### src/rtl/seq_divider_if.sv
// Request/result bundle for the multi-cycle divider: master issues operands, slave returns
// quotient (LO), remainder (HI) and the divide-by-zero flag.
interface seq_divider_if #(
  parameter int WL = 32
);
  logic          start;
  logic          is_signed;
  logic [WL-1:0] dividend;
  logic [WL-1:0] divisor;
  logic          busy;
  logic          done;
  logic [WL-1:0] quotient;
  logic [WL-1:0] remainder;
  logic          div_by_zero;

  modport master (
    output start, is_signed, dividend, divisor,
    input  busy, done, quotient, remainder, div_by_zero
  );

  modport slave (
    input  start, is_signed, dividend, divisor,
    output busy, done, quotient, remainder, div_by_zero
  );
endinterface

### src/rtl/seq_divider.sv
// Restoring divider, one quotient bit per clock, signed (DIV) or unsigned (DIVU) per request.
// Optional build macro SEQ_DIVIDER_EARLY_TERM_EN: skip the iteration when |dividend| < |divisor|.
module seq_divider #(
  parameter int WL = 32
) (
  input  logic         clk,
  input  logic         rst_n,
  seq_divider_if.slave bus
);

  localparam int CW = (WL > 1) ? $clog2(WL) : 1;

  typedef enum logic [1:0] {
    S_IDLE,
    S_RUN,
    S_FIX,
    S_DONE
  } state_t;

  state_t        r_state;
  logic [CW-1:0] r_cnt;
  logic [WL-1:0] r_rem;
  logic [WL-1:0] r_quo;
  logic [WL-1:0] r_dvsr;
  logic          r_neg_dvd;
  logic          r_neg_dvs;
  logic          r_zero;
  logic          r_early;
  logic          r_busy;
  logic          r_done;
  logic [WL-1:0] r_quotient;
  logic [WL-1:0] r_remainder;
  logic          r_dbz;

  logic          w_dvd_neg;
  logic          w_dvs_neg;
  logic [WL-1:0] w_dvd_abs;
  logic [WL-1:0] w_dvs_abs;
  logic          w_early;
  logic [WL:0]   w_shift;
  logic [WL:0]   w_diff;
  logic          w_ge;
  logic [WL-1:0] w_dvd_orig;
  logic [WL-1:0] w_quo_fix;
  logic [WL-1:0] w_rem_fix;

  assign w_dvd_neg = bus.is_signed & bus.dividend[WL-1];
  assign w_dvs_neg = bus.is_signed & bus.divisor[WL-1];
  assign w_dvd_abs = w_dvd_neg ? (WL'(0) - bus.dividend) : bus.dividend;
  assign w_dvs_abs = w_dvs_neg ? (WL'(0) - bus.divisor) : bus.divisor;

`ifdef SEQ_DIVIDER_EARLY_TERM_EN
  assign w_early = (w_dvd_abs < w_dvs_abs);
`else
  assign w_early = 1'b0;
`endif

  // WL+1-bit trial subtraction: the shifted partial remainder can exceed WL bits.
  assign w_shift = {r_rem, r_quo[WL-1]};
  assign w_diff  = w_shift - {1'b0, r_dvsr};
  assign w_ge    = (w_shift >= {1'b0, r_dvsr});

  // r_quo still holds |dividend| on the bypass paths; re-signing it restores the raw operand.
  assign w_dvd_orig = r_neg_dvd ? (WL'(0) - r_quo) : r_quo;
  assign w_quo_fix  = (r_neg_dvd ^ r_neg_dvs) ? (WL'(0) - r_quo) : r_quo;
  assign w_rem_fix  = r_neg_dvd ? (WL'(0) - r_rem) : r_rem;

  // NOTE: all state here uses non-blocking assignments so every register samples pre-edge values.
  always_ff @(posedge clk or negedge rst_n) begin
    if (!rst_n) begin
      r_state     <= S_IDLE;
      r_cnt       <= '0;
      r_rem       <= '0;
      r_quo       <= '0;
      r_dvsr      <= '0;
      r_neg_dvd   <= 1'b0;
      r_neg_dvs   <= 1'b0;
      r_zero      <= 1'b0;
      r_early     <= 1'b0;
      r_busy      <= 1'b0;
      r_done      <= 1'b0;
      r_quotient  <= '0;
      r_remainder <= '0;
      r_dbz       <= 1'b0;
    end else begin
      r_done <= 1'b0;
      case (r_state)
        S_IDLE: begin
          if (bus.start) begin
            r_quo     <= w_dvd_abs;
            r_dvsr    <= w_dvs_abs;
            r_neg_dvd <= w_dvd_neg;
            r_neg_dvs <= w_dvs_neg;
            r_rem     <= '0;
            r_cnt     <= CW'(WL - 1);
            r_busy    <= 1'b1;
            r_zero    <= (bus.divisor == '0);
            r_early   <= (bus.divisor != '0) && w_early;
            // Bypass cases still pass through FIX so done lands one edge after start.
            if ((bus.divisor == '0) || w_early) r_state <= S_FIX;
            else                                r_state <= S_RUN;
          end
        end
        S_RUN: begin
          r_rem <= w_ge ? w_diff[WL-1:0] : w_shift[WL-1:0];
          r_quo <= {r_quo[WL-2:0], w_ge};
          if (r_cnt == '0) r_state <= S_FIX;
          else             r_cnt   <= r_cnt - 1'b1;
        end
        S_FIX: begin
          if (r_zero) begin
            r_quotient  <= '1;
            r_remainder <= w_dvd_orig;
            r_dbz       <= 1'b1;
          end else if (r_early) begin
            r_quotient  <= '0;
            r_remainder <= w_dvd_orig;
            r_dbz       <= 1'b0;
          end else begin
            r_quotient  <= w_quo_fix;
            r_remainder <= w_rem_fix;
            r_dbz       <= 1'b0;
          end
          r_done  <= 1'b1;
          r_state <= S_DONE;
        end
        S_DONE: begin
          r_busy  <= 1'b0;
          r_state <= S_IDLE;
        end
        default: begin
          r_busy  <= 1'b0;
          r_state <= S_IDLE;
        end
      endcase
    end
  end

  assign bus.busy        = r_busy;
  assign bus.done        = r_done;
  assign bus.quotient    = r_quotient;
  assign bus.remainder   = r_remainder;
  assign bus.div_by_zero = r_dbz;

endmodule
### src/flat_wrapper.sv
// flat-port wrapper written by rule: the top's interface ports become plain ports
module seq_divider_flat 
#(
  parameter int WL = 32
)
  (clk, rst_n, bus_start, bus_is_signed, bus_dividend, bus_divisor, bus_busy, bus_done, bus_quotient, bus_remainder, bus_div_by_zero);
  seq_divider_if #(.WL(WL)) bus_i ();
  input  logic clk;
  input  logic rst_n;
  input wire logic [$bits(bus_i.start)-1:0] bus_start;
  input wire logic [$bits(bus_i.is_signed)-1:0] bus_is_signed;
  input wire logic [$bits(bus_i.dividend)-1:0] bus_dividend;
  input wire logic [$bits(bus_i.divisor)-1:0] bus_divisor;
  output wire logic [$bits(bus_i.busy)-1:0] bus_busy;
  output wire logic [$bits(bus_i.done)-1:0] bus_done;
  output wire logic [$bits(bus_i.quotient)-1:0] bus_quotient;
  output wire logic [$bits(bus_i.remainder)-1:0] bus_remainder;
  output wire logic [$bits(bus_i.div_by_zero)-1:0] bus_div_by_zero;
  assign bus_i.start = bus_start;
  assign bus_i.is_signed = bus_is_signed;
  assign bus_i.dividend = bus_dividend;
  assign bus_i.divisor = bus_divisor;
  assign bus_busy = bus_i.busy;
  assign bus_done = bus_i.done;
  assign bus_quotient = bus_i.quotient;
  assign bus_remainder = bus_i.remainder;
  assign bus_div_by_zero = bus_i.div_by_zero;
  seq_divider #(.WL(WL)) u_core (.clk(clk), .rst_n(rst_n), .bus(bus_i));
endmodule
### config.mk
export PLATFORM = sky130hd
export DESIGN_NAME = seq_divider_flat
export DESIGN_NICKNAME = d
export VERILOG_FILES = /design/src/rtl/seq_divider_if.sv /design/src/rtl/seq_divider.sv /design/src/flat_wrapper.sv
export SDC_FILE = /design/constraint.sdc
export NUM_CORES = 1
export LEC_CHECK = 0
export ABC_AREA = 1
export BUFFER_PORTS_ARGS = -buffer_cell sky130_fd_sc_hd__buf_4
export CAP_MARGIN = 10
export CORE_UTILIZATION = 50
export CTS_CLUSTER_DIAMETER = 80
export DETAILED_ROUTE_END_ITERATION = 10
export PLACE_DENSITY = 0.69
export SYNTH_ARGS = -nofsm -noshare
export SYNTH_HDL_FRONTEND = slang
export SYNTH_SLANG_ARGS = --single-unit
### constraint.sdc
create_clock -name clk -period 6 [get_ports clk]
set_input_delay 0.6 -clock clk [delete_from_list [all_inputs] [get_ports clk]]
set_output_delay 0.6 -clock clk [all_outputs]
set_load 0.01 [all_outputs]
==> metrics.md, run 1 <==
| Metric | Value |
|---|---|
| RSZ-0062 raised after global routing | no |
| Post-CTS Setup Inserts | 0 |
| Final setup viols | 0 |
| H-tree level count | 4 |
| First-pass GRT wire length | 77,300 um |
| Most common cell on crit path | inv_1 |
| Status | completed |
| Largest net degree at the start of global routing | 104 |
| CP max stage delay | 0.73 ns |
| Gr ovfl total | 0 |
| Post-CTS Resized | 0 |
| Simple-gate share of the synthesized area | 37.28% |
| CTS Root Cell | clkbuf_16 |
| Die footprint | 28,950 um^2 |
| Syn_area_per_cell | 6.213 um^2 |
| Final setup margin | 2.393 ns |
| Via Count | 15,310 |
| Met1 Wirelength | 23,400 um |
| Flop2flop setup slack | 2.39 ns |
| Buffers added on ports | 134 |
| Critical Path Slowest Stage Cell | inv_1 |
| Antenna violations before repair | 0 |
| Net Count, Synth | 2,386 |
| Worst EP arrival | 3.92 ns |
| Cell area after synthesis | 14,130 um^2 |
| Routed length on met2 | 20,400 um |
| Synth cell types | 43 |
| Hold Vio Cnt, Final | 0 |
| Slew @ Worst Pin | 1.005 ns |
| Reg2Reg Capture Point | u_core.r_cnt[4]$_DFFE_PN0P_ |
| Post-layout util | 57.44% |
| Minimum clock period | 3.607 ns |
| Mux cell area share after synthesis | 0% |
| Antenna Cells | 0 |
| Worst slack at placement | 2.432 ns |
| VDD IR max | 0.3654 mV |
| Routed Antenna Nets | 0 |
| R2r startpoint | u_core.r_state[0]$_DFFE_PN0P_ |
| Synth async-reset ratio | 100.0% |
| Worst path cell trace | inv_1, ha_1, nand2_1, buf_4, inv_1, a21oi_4, buf_4, inv_1, buf_4, nand2_1, nor3_1, inv_1, o21ai_0, nand3_1 |
| Synth Area in Compound Gates | 13.94% |
| Leak | 8.192 nW |
| Initial Util | 50.88% |
| P&R area growth vs syn | 12.90% |
| Core Rows | 61 |
| Critical Path End Type | register |
| Setup Crit Path Kind | register to register |
| DRT Wirelength | 49,850 um |
| Max-Cap Viols | 0 |
| Largest delay share family, worst path | buffers and inverters |
| Clock slew at reported path FFs | 0.07 ns |
| CP required | 6.32 ns |
| CTS tree | built |
| Worst slew margin | 32.98% |
| Die extent in x | 170.1 um |
| GP Congestion | 1.021 |
| Routed wire per std cell | 18.10 um |
| FF-to-FF path depth | 14 |
| DR iter-0 viols | 1,825 |
| Tot GR Track Use | 35.18% |
| IO Count | 135 |
| Remaining routing DRC violations | 0 |
| Highest routed metal layer | met4 |
| CTS Buffer Depth | 2 |
| Reg area | 4329 um^2 |
| Tightest Hold Check Type | input port to asynchronous set/reset pin |
| Area of the multi-input gates | 8308 um^2 |
| CTS Sinks | 173 |
| Worst Clk Skew | 0.01638 ns |
| Ratio of cells with drive above 1 in the final layout | 9.386% |
| Met3 wire length | 5135 um |
| CP startpoint kind | register |
| Post-synth EDFFs | 0 |
| Hold-fix buffers at CTS | 0 |
| Instance count of the mapped netlist | 2,275 |
| Fmax | 0.2772 GHz |
| DRT Pass-1 Iters | 6 |
| Number of fill cells in the layout | 2,846 |
| CTS buffer count | 17 |
| Main combinational cell family by area after synthesis | simple AND/OR/NAND/NOR gates |
| Worst hold margin | 0.2462 ns |
| Post-DP HPWL | 38,740 um |
| Final #Nets | 2,474 |
| Sequential fraction of the synthesis area | 30.63% |
| Vias/cell | 5.560 |
| Final Slew Violations | 0 |
| Placeable Area | 27,780 um^2 |
| Synth Area in Adders | 3.859% |
| Crit share post-route | 60.12% |
| Setup TNS | 0 ns |
| Vias in the first global route | 13,780 |
| Synth warn | 0 |
| Xor-xnor portion of the synthesized cell area | 3.594% |
| CP Buf/Inv Count | 7 |
| Flops & latches, synth | 173 |
| PD cells | 608.8 nW/um^2 |
| Die height | 170.1 um |
| Skew-Pair Late Insertion Delay | 0.45 ns |
| Top FF cell, synth | dfrtp_1 |
| Critical path fanouts, max | 49 |
-- per-layer routing --
metal / up-vias / GRT usage (%)
li1: 7489 / -
met3: 60 / 8.860
met5: - / 0
met4: 0 / 9.048
met1: 7014 / 53.08
met2: 748 / 49.18
-- power by group --
part | total, mW | switching [mW] | internal [mW]
Clock | 1.15 | 0.547 | 0.601
Combinational | 6.28 | 4.26 | 2.02
Sequential | 2.28 | 0.555 | 1.73
Total | 9.71 | 5.36 | 4.35
-- worst max-delay path by stage --
stage               cells after the start                     startpoint                           end  slack (ns)
global route                           14  u_core.r_state[0]$_DFFE_PN0P_   u_core.r_cnt[4]$_DFFE_PN0P_        2.04
floorplan                              14   u_core.r_quo[31]$_DFFE_PN0P_  u_core.r_rem[24]$_DFFE_PN0P_        4.04
CTS                                    14  u_core.r_state[0]$_DFFE_PN0P_   u_core.r_cnt[4]$_DFFE_PN0P_        2.41
global placement                       13                      bus_start   u_core.r_cnt[4]$_DFFE_PN0P_        2.50
finish                                 14  u_core.r_state[0]$_DFFE_PN0P_   u_core.r_cnt[4]$_DFFE_PN0P_        2.39
detailed placement                     14  u_core.r_state[0]$_DFFE_PN0P_   u_core.r_cnt[4]$_DFFE_PN0P_        2.43
-- kinds of logic after synthesis --
| family | after synthesis |
|---|---|
| AND/OR/NAND/NOR | 1249 |
| AO/OA/AOI/OAI | 368 |
| flip-flops | 173 |
| adder cells (fa/ha/maj) | 43 |
| XOR/XNOR | 58 |
| buffers and inverters | 384 |
-- synth_stat cells (4+ instances only) --
cell	instances	share of area, %
nand2_1	690	18
inv_1	300	8.0
nor2_1	236	6.3
nand3_1	219	7.8
dfrtp_1	173	31
o21ai_0	156	5.5
a21oi_1	117	4.1
clkbuf_1	46	1.2
ha_1	42	3.7
a31oi_1	39	1.7
xor2_1	38	2.4
nand4_1	33	1.5
o21ai_1	26	0.92
buf_2	21	0.74
xnor2_1	20	1.2
nand3b_1	15	0.80
nor3_1	13	0.46
o211ai_1	13	0.69
nand2_2	12	0.53
nor2_2	11	0.49
buf_6	5	0.40
and2_1	4	0.18
buf_1	4	0.11
nand3_2	4	0.28
-- state kept, by name, indices dropped and copies added (netlist names) --
name and flops:
u_core.bus.quotient 32, u_core.bus.remainder 32, u_core.r_dvsr 32, u_core.r_quo 32, u_core.r_rem 32, u_core.r_cnt 5
u_core.r_state 2, u_core.bus.busy 1, u_core.bus.div_by_zero 1, u_core.bus.done 1, u_core.r_neg_dvd 1, u_core.r_neg_dvs 1
u_core.r_zero 1
-- final cells by class --
class / count / area share [%]
Multi-Input combinational cell: 1718 / 52.06
Timing Repair Buffer: 147 / 6.939
Clock buffer: 18 / 2.752
Sequential cell: 173 / 27.13
Clock inverter: 14 / 0.9566
Tap cell: 378 / 2.964
Inverter: 306 / 7.198
-- cells in the final DEF (no fill, tap or decap), types with 4 or more instances in the layout --
| cell type | Yosys | final |
|---|---|---|
| nor2_1 | 236 | 234 |
| o21ai_0 | 156 | 156 |
| inv_1 | 300 | 300 |
| nand2_1 | 690 | 690 |
| a31oi_1 | 39 | 39 |
| o211ai_1 | 13 | 13 |
| nand3b_1 | 15 | 15 |
| nand4_1 | 33 | 33 |
| nand3_2 | 4 | 4 |
| o21ai_1 | 26 | 26 |
| clkbuf_16 | 0 | 17 |
| xnor2_1 | 20 | 20 |
| buf_4 | 2 | 146 |
| nand3_1 | 219 | 219 |
| a21oi_1 | 117 | 117 |
| nor2_2 | 11 | 13 |
| nor3_1 | 13 | 13 |
| dfrtp_1 | 173 | 173 |
| and2_1 | 4 | 4 |
| ha_1 | 42 | 41 |
| inv_6 | 0 | 4 |
| nand2_2 | 12 | 12 |
| xor2_1 | 38 | 38 |
-- metrics by stage --
stage                     total power, mW  area [um^2]  std cells
after global placement              8.329        15370       2722
after global routing                10.54        15960       2754
after floorplan                     6.380        14130       2275
after detailed placement            8.419        15370       2722
after CTS                           9.586        15960       2754
final                               9.714        15960       2754
Power figures use the tool's default switching activity.
==> run 2: changes to the inputs <==
--- a/config.mk
+++ b/config.mk
@@ -11,7 +11,7 @@
 export CORE_UTILIZATION = 50
 export CTS_CLUSTER_DIAMETER = 80
 export DETAILED_ROUTE_END_ITERATION = 10
-export PLACE_DENSITY = 0.69
+export PLACE_DENSITY = 0.72
 export SYNTH_ARGS = -nofsm -noshare
 export SYNTH_HDL_FRONTEND = slang
 export SYNTH_SLANG_ARGS = --single-unit
==> constraint.sdc (replaced) <==
create_clock -name clk -period 2.95 [get_ports clk]
set_input_delay 0.295 -clock clk [delete_from_list [all_inputs] [get_ports clk]]
set_output_delay 0.295 -clock clk [all_outputs]
set_load 0.01 [all_outputs]
==> metrics.md, run 2 (synthesis gave the netlist of run 1 again) <==
| Metric | Value |
|---|---|
| Status | completed |
| Vias/cell | 5.615 (+0.99%) |
| Reg area | 4329 um^2 (unchanged) |
| Buffers added on ports | 134 (unchanged) |
| Tightest Hold Check Type | input port to register |
| Placed cell areas | 15,490 um^2 (+0.81%) |
| Pint | 9.311 mW (+110%) |
| Core Rows | 61 (unchanged) |
| Fin cells | 2,770 (+0.58%) |
| Skew-Pair Late Insertion Delay | 0.46 ns (about the same) |
| CTS tree | built |
| Vias in the first global route | 13,980 (+1.5%) |
| Largest net degree at the start of global routing | 72 (-31%) |
| Hold Vio Cnt, Final | 0 (unchanged) |
| Antenna violations before repair | 0 (unchanged) |
| VDD IR max | 0.5821 mV (+59%) |
| Number of fill cells in the layout | 2,861 (+0.53%) |
| Final #Nets | 2,490 (+0.65%) |
| Ratio of cells with drive above 1 in the final layout | 9.950% (+0.56 points) |
| Post-DP HPWL | 39,330 um (+1.5%) |
| Die height | 170.1 um (unchanged) |
| DRT Pass-1 Iters | 7 (+1) |
| Critical path fanouts, max | 32 (-35%) |
| Critical Path End Type | register |
| Die footprint | 28,950 um^2 (unchanged) |
| CTS Buffer Depth | 2 (unchanged) |
| Sw Share | 54.08% (-1.1 points) |
| Clock Power Share | 13.1% (+1.3 points) |
| Final setup viols | 0 (unchanged) |
| RSZ-0062 raised after global routing | no |
| CP startpoint kind | register |
| Commonest non-fill, non-tap cell in the layout | nand2_1 |
| GP Congestion | 1.008 (-1.3%) |
| Clock slew at reported path FFs | 0.07 ns (about the same) |
| Antenna Cells | 0 (unchanged) |
| Setup Crit Path Kind | register to register |
| DR iter-0 viols | 1,959 (+7.3%) |
| Slew @ Worst Pin | 0.8242 ns (-0.1811 ns) |
| Setup TNS | 0 ns (unchanged) |
| Post-CTS Resized | 0 (unchanged) |
| NetSw | 10.97 mW (+100%) |
| Highest-count cells in the layout ignoring fill and taps | 690 x nand2_1, 300 x inv_1, 234 x nor2_1 |
| Tot GR Track Use | 35.91% (+0.73 points) |
| Die extent in x | 170.1 um (unchanged) |
| Worst Clk Skew | 0.01615 ns (-0.0002274 ns) |
| Fmax | 0.3809 GHz (+37%) |
| CTS buffer count | 17 (unchanged) |
| Leak | 8.317 nW (+1.5%) |
| Final setup margin | 0.3246 ns (-2.068 ns) |
| Routed wire per std cell | 18.26 um (+0.86%) |
| Worst EP arrival | 2.95 ns (-0.97 ns) |
| Via Count | 15,550 (+1.6%) |
| Minimum clock period | 2.625 ns (-0.9818 ns) |
| IO Count | 135 (unchanged) |
| Worst slew margin | 44.47% (+11 points) |
| Initial Util | 50.88% (unchanged) |
| CTS Root Cell | clkbuf_16 |
| Reg power frac | 23.0% (-0.5 points) |
| Placeable Area | 27,780 um^2 (unchanged) |
| DRT Wirelength | 50,570 um (+1.4%) |
| Max-Cap Viols | 0 (unchanged) |
| Worst slack at placement | 0.3708 ns (-2.061 ns) |
| PD cells | 1253 nW/um^2 (+110%) |
| Post-CTS Setup Inserts | 0 (unchanged) |
| Gr ovfl total | 0 (unchanged) |
| CP required | 3.27 ns (-3.05 ns) |
| Part of the power in combinational logic | 63.9% (-0.8 points) |
| Area of the multi-input gates | 8308 um^2 (unchanged) |
| Dpl cells | 2,737 (+0.55%) |
| H-tree level count | 4 (unchanged) |
| Final Slew Violations | 0 (unchanged) |
| Crit share post-route | 89.00% (+29 points) |
| First-pass GRT wire length | 79,070 um (+2.3%) |
| CTS Sinks | 173 (unchanged) |
| Routed Antenna Nets | 0 (unchanged) |
| Remaining routing DRC violations | 0 (unchanged) |
| Cell area after layout | 16,180 um^2 (+1.4%) |
| P&R area growth vs syn | 14.49% |
## run 2: power by group through the flow
stage	clock network, mW	registers, mW	logic (mW)
after floorplan	0	4.41	8.57
after global placement	0	4.61	12.5
after detailed placement	0	4.63	12.6
after CTS	2.68	4.61	12.7
after global routing	2.76	4.75	14.5
final	2.67	4.66	12.9
## run 2: final timing paths
check | start | depth (start not counted) | slack (ns) | end
hold reg to reg | u_core.bus.remainder[17]$_DFFE_PN0P_ | 2 | 0.48 | u_core.bus.remainder[17]$_DFFE_PN0P_
setup / recovery | u_core.r_rem[19]$_DFFE_PN0P_ | 13 | 0.32 | u_core.r_quo[0]$_DFFE_PN0P_
min in group asynchronous | rst_n | 2 | 0.42 | u_core.r_rem[20]$_DFFE_PN0P_
hold / removal | bus_divisor[22] | 3 | 0.14 | u_core.r_dvsr[22]$_DFFE_PN0P_
setup reg to reg | u_core.r_rem[19]$_DFFE_PN0P_ | 13 | 0.32 | u_core.r_quo[0]$_DFFE_PN0P_
max in group asynchronous | rst_n | 3 | 1.63 | u_core.r_dvsr[7]$_DFFE_PN0P_
## run 2: layout make-up
type | instances | share of cell area [%]
sequential | 173 | 26.75
clock inverter | 15 | 1.585
timing repair buffer | 163 | 7.677
inverter | 306 | 7.098
multi-input combinational | 1718 | 51.34
tap | 378 | 2.923
clock buffer | 17 | 2.629
## run 2: metrics by stage
| stage | hold WS [ns] | util, % | total power, mW |
|---|---|---|---|
| global placement | 0.3615 | 55.76 | 17.16 |
| CTS | 0.1245 | 58.25 | 20.00 |
| detailed placement | 0.3634 | 55.76 | 17.25 |
| floorplan | -0.0005911 | - | 12.98 |
| finish | 0.1368 | 58.25 | 20.28 |
| global route | 0.1428 | 58.25 | 21.98 |
## run 2: worst max-delay path, cell delays in order, from the launching register on
cell	delay, ns
dfrtp_1	0.50
ha_1	0.42
nand2_1	0.16
inv_1	0.05
nand2_1	0.06
nand2_1	0.07
nand2_1	0.06
nand2_1	0.07
nand2_1	0.08
nand3_2	0.08
nor2_4	0.32
nand2_4	0.32
o21ai_1	0.21
o21ai_0	0.09
## run 2: metal layers
| metal | wire (um) | up-vias | track usage [%] |
|---|---|---|---|
| li1 | - | 7532 | - |
| met3 | 4688 | 49 | 6.209 |
| met4 | 929 | 0 | 8.500 |
| met5 | 0 | - | 0 |
| met1 | 23870 | 7233 | 54.74 |
| met2 | 21080 | 739 | 52.00 |
## run 2: repair_timing
item,in CTS,in global routing
endpoints found under the setup margin,0,0
hold endpoints to repair,68,0
hold buffers,1,0
